$ cat src/rtl/seq_pattern_tx_if.sv
// Handshake and serial-output bundle for seq_pattern_tx.
// The master side requests transfers; the slave side (the transmitter) drives the serial stream.
interface seq_pattern_tx_if #(
  parameter int PAT_W = 4,
  parameter int CNT_W = 4
);
  logic             start;
  logic             abort;
  logic [PAT_W-1:0] pattern;
  logic [CNT_W-1:0] repeat_n;
  logic             out;
  logic             out_valid;
  logic             busy;
  logic             done;

  modport master (
    output start, abort, pattern, repeat_n,
    input  out, out_valid, busy, done
  );

  modport slave (
    input  start, abort, pattern, repeat_n,
    output out, out_valid, busy, done
  );
endinterface

$ cat src/rtl/seq_pattern_tx.sv
// Serial pattern transmitter: shifts a captured pattern out MSB first, repeat_n times back to back,
// then pulses done for one cycle. Abort or reset drops the transfer without a done pulse.
module seq_pattern_tx #(
  parameter int PAT_W = 4,
  parameter int CNT_W = 4
) (
  input logic              clk,
  input logic              rst,
  seq_pattern_tx_if.slave  bus
);

  localparam int BCW = (PAT_W > 1) ? $clog2(PAT_W) : 1;
  localparam logic [BCW-1:0] LAST_BIT = BCW'(PAT_W - 1);

  typedef enum logic [1:0] {
    IDLE  = 2'd0,
    SHIFT = 2'd1,
    DONE  = 2'd2
  } state_t;

  state_t           state_q, state_d;
  logic [PAT_W-1:0] shift_q, shift_d;
  logic [PAT_W-1:0] pat_q, pat_d;
  logic [BCW-1:0]   bit_cnt_q, bit_cnt_d;
  logic [CNT_W-1:0] rep_q, rep_d;
  logic             out_q, out_d;
  logic             out_valid_q, out_valid_d;
  logic             busy_q, busy_d;
  logic             done_q, done_d;

  always_comb begin
    state_d   = state_q;
    shift_d   = shift_q;
    pat_d     = pat_q;
    bit_cnt_d = bit_cnt_q;
    rep_d     = rep_q;

    case (state_q)
      IDLE: begin
        if (bus.start && !bus.abort) begin
          pat_d     = bus.pattern;
          shift_d   = bus.pattern;
          rep_d     = bus.repeat_n;
          bit_cnt_d = '0;
          state_d   = (bus.repeat_n != '0) ? SHIFT : DONE;
        end
      end
      SHIFT: begin
        if (bus.abort) begin
          state_d   = IDLE;
          shift_d   = '0;
          bit_cnt_d = '0;
          rep_d     = '0;
        end else if (bit_cnt_q == LAST_BIT) begin
          // End of one copy: reload the saved pattern for the next copy, or finish.
          bit_cnt_d = '0;
          rep_d     = rep_q - 1'b1;
          if (rep_q == CNT_W'(1)) begin
            state_d = DONE;
            shift_d = '0;
          end else begin
            shift_d = pat_q;
          end
        end else begin
          bit_cnt_d = bit_cnt_q + 1'b1;
          shift_d   = {shift_q[PAT_W-2:0], 1'b0};
        end
      end
      DONE: begin
        state_d = IDLE;
      end
      default: begin
        state_d = IDLE;
      end
    endcase

    out_d       = (state_d == SHIFT) && shift_d[PAT_W-1];
    out_valid_d = (state_d == SHIFT);
    busy_d      = (state_d == SHIFT);
    done_d      = (state_d == DONE);
  end

  always_ff @(posedge clk or posedge rst) begin
    if (rst) begin
      state_q     <= IDLE;
      shift_q     <= '0;
      pat_q       <= '0;
      bit_cnt_q   <= '0;
      rep_q       <= '0;
      out_q       <= 1'b0;
      out_valid_q <= 1'b0;
      busy_q      <= 1'b0;
      done_q      <= 1'b0;
    end else begin
      state_q     <= state_d;
      shift_q     <= shift_d;
      pat_q       <= pat_d;
      bit_cnt_q   <= bit_cnt_d;
      rep_q       <= rep_d;
      out_q       <= out_d;
      out_valid_q <= out_valid_d;
      busy_q      <= busy_d;
      done_q      <= done_d;
    end
  end

  assign bus.out       = out_q;
  assign bus.out_valid = out_valid_q;
  assign bus.busy      = busy_q;
  assign bus.done      = done_q;

endmodule
$ cat src/flat_wrapper.sv
// flat-port wrapper written by rule: the top's interface ports become plain ports
module seq_pattern_tx_flat 
#(
  parameter int PAT_W = 4,
  parameter int CNT_W = 4
)
  (clk, rst, bus_start, bus_abort, bus_pattern, bus_repeat_n, bus_out, bus_out_valid, bus_busy, bus_done);
  seq_pattern_tx_if #(.PAT_W(PAT_W), .CNT_W(CNT_W)) bus_i ();
  input logic clk;
  input logic rst;
  input wire logic [$bits(bus_i.start)-1:0] bus_start;
  input wire logic [$bits(bus_i.abort)-1:0] bus_abort;
  input wire logic [$bits(bus_i.pattern)-1:0] bus_pattern;
  input wire logic [$bits(bus_i.repeat_n)-1:0] bus_repeat_n;
  output wire logic [$bits(bus_i.out)-1:0] bus_out;
  output wire logic [$bits(bus_i.out_valid)-1:0] bus_out_valid;
  output wire logic [$bits(bus_i.busy)-1:0] bus_busy;
  output wire logic [$bits(bus_i.done)-1:0] bus_done;
  assign bus_i.start = bus_start;
  assign bus_i.abort = bus_abort;
  assign bus_i.pattern = bus_pattern;
  assign bus_i.repeat_n = bus_repeat_n;
  assign bus_out = bus_i.out;
  assign bus_out_valid = bus_i.out_valid;
  assign bus_busy = bus_i.busy;
  assign bus_done = bus_i.done;
  seq_pattern_tx #(.PAT_W(PAT_W), .CNT_W(CNT_W)) u_core (.clk(clk), .rst(rst), .bus(bus_i));
endmodule
$ cat config.mk
export PLATFORM = sky130hd
export DESIGN_NAME = seq_pattern_tx_flat
export DESIGN_NICKNAME = d
export VERILOG_FILES = /design/src/rtl/seq_pattern_tx_if.sv /design/src/rtl/seq_pattern_tx.sv /design/src/flat_wrapper.sv
export SDC_FILE = /design/constraint.sdc
export NUM_CORES = 1
export LEC_CHECK = 0
export CORE_MARGIN = 8
export CORE_UTILIZATION = 55
export CTS_BUF_LIST = sky130_fd_sc_hd__clkbuf_4
export CTS_CLUSTER_DIAMETER = 60
export DETAILED_ROUTE_END_ITERATION = 6
export DONT_BUFFER_PORTS = 1
export GPL_ROUTABILITY_DRIVEN = 1
export MAX_ROUTING_LAYER = met4
export PLACE_DENSITY = 0.7
export SLEW_MARGIN = 20
export SYNTH_ARGS = -nofsm -noshare
export SYNTH_HDL_FRONTEND = slang
export SYNTH_SLANG_ARGS = --single-unit
$ cat constraint.sdc
create_clock -name clk -period 2.2 [get_ports clk]
set_input_delay 0.44 -clock clk [delete_from_list [all_inputs] [get_ports clk]]
set_output_delay 0.44 -clock clk [all_outputs]
set_load 0.05 [all_outputs]
==> results.json <==
{
  "grt_pass1_wl_um": 3320,
  "drtPass1Iterations": 4,
  "crit_family": "compound AO/OA/AOI/OAI gates",
  "powerDensity_mw_per_mm2": 820,
  "ys_seq_elements": 19,
  "worst_slack_ns": 0.527,
  "cts.htree.levels": 1,
  "syn-num-nets": 116,
  "endpoint": "u_core.rep_q[3]",
  "core_mm2": 0.00171,
  "drc_errors": 0,
  "period_share_pct": 76.1,
  "die_area_mm2": 0.00340,
  "drive_above_1_share_pct": 7.69,
  "status": "completed",
  "final.setup.tns_ns": 0,
  "syn_area_per_cell_um2": 9.75,
  "cp-start-kind": "register",
  "cp.required_ns": 2.40,
  "syn_area_um2": 985,
  "cp_max_fo": 10,
  "num_antenna_cells": 0,
  "postCtsSetupBuffers": 0,
  "wl_per_cell_um": 15.7,
  "nets": 120,
  "path_cells": "or3b_4 -> a21oi_4 -> o21ai_1 -> a221o_1",
  "hold_viol_final": 0,
  "crit_cells": 4,
  "gr-usage-all-layers_pct": 13.0,
  "place_hpwl_um": 1500,
  "slew_headroom_pct": 51.3,
  "rsz0062_at_grt": "false",
  "gp_congestion": 0.832,
  "area_delta_synth_final_pct": 5.08,
  "leakage_nw": 0.476,
  "std_cell_rows": 15,
  "numCtsBuffers": 3,
  "place_ws_ns": 0.550,
  "layout_commonest_cell": "nand2_1",
  "start_util_pct": 57.7,
  "vias": 760,
  "critPathLaunch": "u_core.state_q[0]",
  "yosysSeqAreaShare_pct": 48.3,
  "r2r_start": "u_core.state_q[0]",
  "final_cell_mix": "nand2_1, dfrtp_1, nor2_1, inv_1",
  "cp_slowest_cell": "dfrtp_1",
  "critical_path_class": "reg2reg",
  "worst-path-buf-inv": 0,
  "rrSetupSlack_ns": 0.53,
  "drt_wl_total_um": 2030,
  "design.portCount": 16,
  "cts-root-buf": "clkbuf_4",
  "clock_skew_ns": 0.00934,
  "arrival_ns": 1.87,
  "maxCapViolCount": 0,
  "die_h_um": 58.3,
  "antenna_found_initial": 0,
  "max_slew.worst_pin.slew_ns": 0.729,
  "report.final.setup_viol": 0,
  "ctsHoldBuffers": 0,
  "avgViaCountPerCell": 5.89,
  "peakVddDrop_uv": 510,
  "die_x_um": 58.3,
  "clkTransAtPathRegs_ns": 0.11,
  "r2r_cells": 4,
  "clk_path_buf_depth": 2,
  "cts_tree": "yes",
  "initialDrtViolationCount": 22,
  "synth_cell_types": 34,
  "grt_max_degree": 20,
  "cts.sinks": 19,
  "drtAntennaViolNets": 0,
  "critPathCaptureType": "register",
  "r2r_end": "u_core.rep_q[3]",
  "slowest_delay_ns": 0.51,
  "grt_overflow": 0,
  "port_buffers": 0,
  "synthCells": 101,
  "slew_violations": 0,
  "clk_latency_ns": 0.30,
  "cts_resized": 0,
  "grt_pass1_vias": 690,
  "max_freq_mhz": 598,
  "fillerInstances": 145,
  "min_period_ns": 1.67,
  "min_path_type": "in2async",
  "ys_warn_count": 0
}
[stage by stage]
step	hold WS, ns	area, um2	total power (W)	utilization [%]	std cells
floorplan	0.391	985	0.000626	-	101
global placement	0.460	1000	0.000659	58.8	125
detailed placement	0.468	1000	0.000666	58.8	125
CTS	0.164	1030	0.000853	60.6	129
global route	0.211	1030	0.000893	60.6	129
finish	0.135	1030	0.000849	60.6	129
[how the worst min path moves through the flow]
stage / to / slack [ns] / cells past startpoint
after CTS: u_core.bus.out_valid / 0.16 / 1
after global placement: u_core.pat_q[3] / 0.46 / 2
after global routing: u_core.bus.out_valid / 0.21 / 1
after detailed placement: u_core.pat_q[0] / 0.47 / 2
after floorplan: u_core.bit_cnt_q[0] / 0.39 / 1
final: u_core.bus.out / 0.13 / 1
[layer usage]
layer	track usage (%)	vias up	share of wire, %
met1	18.0	373	49
met3	2.39	4	3.8
met4	6.64	0	1.3
met5	-	-	0
li1	-	370	-
met2	17.6	13	46
[state kept, by name, summed over array words and instances, names as in the netlist]
register	count
u_core.bit_cnt_q	2
u_core.bus.done	1
u_core.bus.out	1
u_core.bus.out_valid	1
u_core.pat_q	4
u_core.rep_q	4
u_core.shift_q	4
u_core.state_q	2
[layout make-up]
cell class | instances | area [um2] | area share (%)
flip-flops and latches | 19 | 475 | 45.9
multi-input cells | 74 | 468 | 45.2
well taps | 25 | 31.3 | 3.02
clock buffers | 4 | 30.0 | 2.90
inverters | 6 | 22.5 | 2.18
repair buffers | 1 | 7.51 | 0.726
[worst reg2reg max path, stage by stage, from the launching register on]
cell and delay [ns]:
dfrtp_1 0.51, or3b_4 0.43, a21oi_4 0.24, o21ai_1 0.10
a221o_1 0.29
[synthesized netlist by cell type]
cell type | count | area (um2)
a221o_1 | 1 | 10.0
a21o_1 | 2 | 15.0
nor4b_1 | 1 | 8.76
nor3_1 | 2 | 10.0
nor2b_1 | 2 | 12.5
nand2_1 | 20 | 75.1
inv_1 | 6 | 22.5
buf_4 | 1 | 7.51
nand2b_1 | 2 | 12.5
or4_1 | 1 | 7.51
a32o_1 | 1 | 10.0
ha_1 | 3 | 37.5
and2_1 | 1 | 6.26
o21ai_0 | 5 | 25.0
nor2_1 | 7 | 26.3
a21oi_1 | 5 | 25.0
a31oi_1 | 1 | 6.26
a32oi_1 | 1 | 8.76
o21ai_1 | 1 | 5.00
o31ai_1 | 1 | 7.51
o22ai_1 | 2 | 12.5
buf_6 | 1 | 11.3
o221ai_1 | 1 | 8.76
o211ai_1 | 2 | 15.0
or3b_4 | 1 | 11.3
a22o_1 | 2 | 17.5
a221oi_1 | 1 | 8.76
a21oi_4 | 1 | 16.3
nand3b_1 | 1 | 7.51
and2b_1 | 1 | 7.51
nor4b_4 | 1 | 23.8
nor3b_1 | 1 | 7.51
dfrtp_1 | 19 | 475
a22oi_1 | 3 | 22.5
[power by group]
| group | switching, W | total, W | internal (W) |
|---|---|---|---|
| Clock | 0.000107 | 0.000190 | 0.0000829 |
| Sequential | 0.0000565 | 0.000466 | 0.000410 |
| Combinational | 0.000113 | 0.000193 | 0.0000796 |
[logic make-up (layout without fill, tap and decap cells)]
family          Yosys count  in the layout  share of synthesized area (%)
buf+inv                   8             11                           4.19
simple gates             41             41                           22.0
compound gates           30             30                           21.7
flops                    19             19                           48.3
fa+ha+maj                 3              3                           3.81
Power figures use the tool's default switching activity.
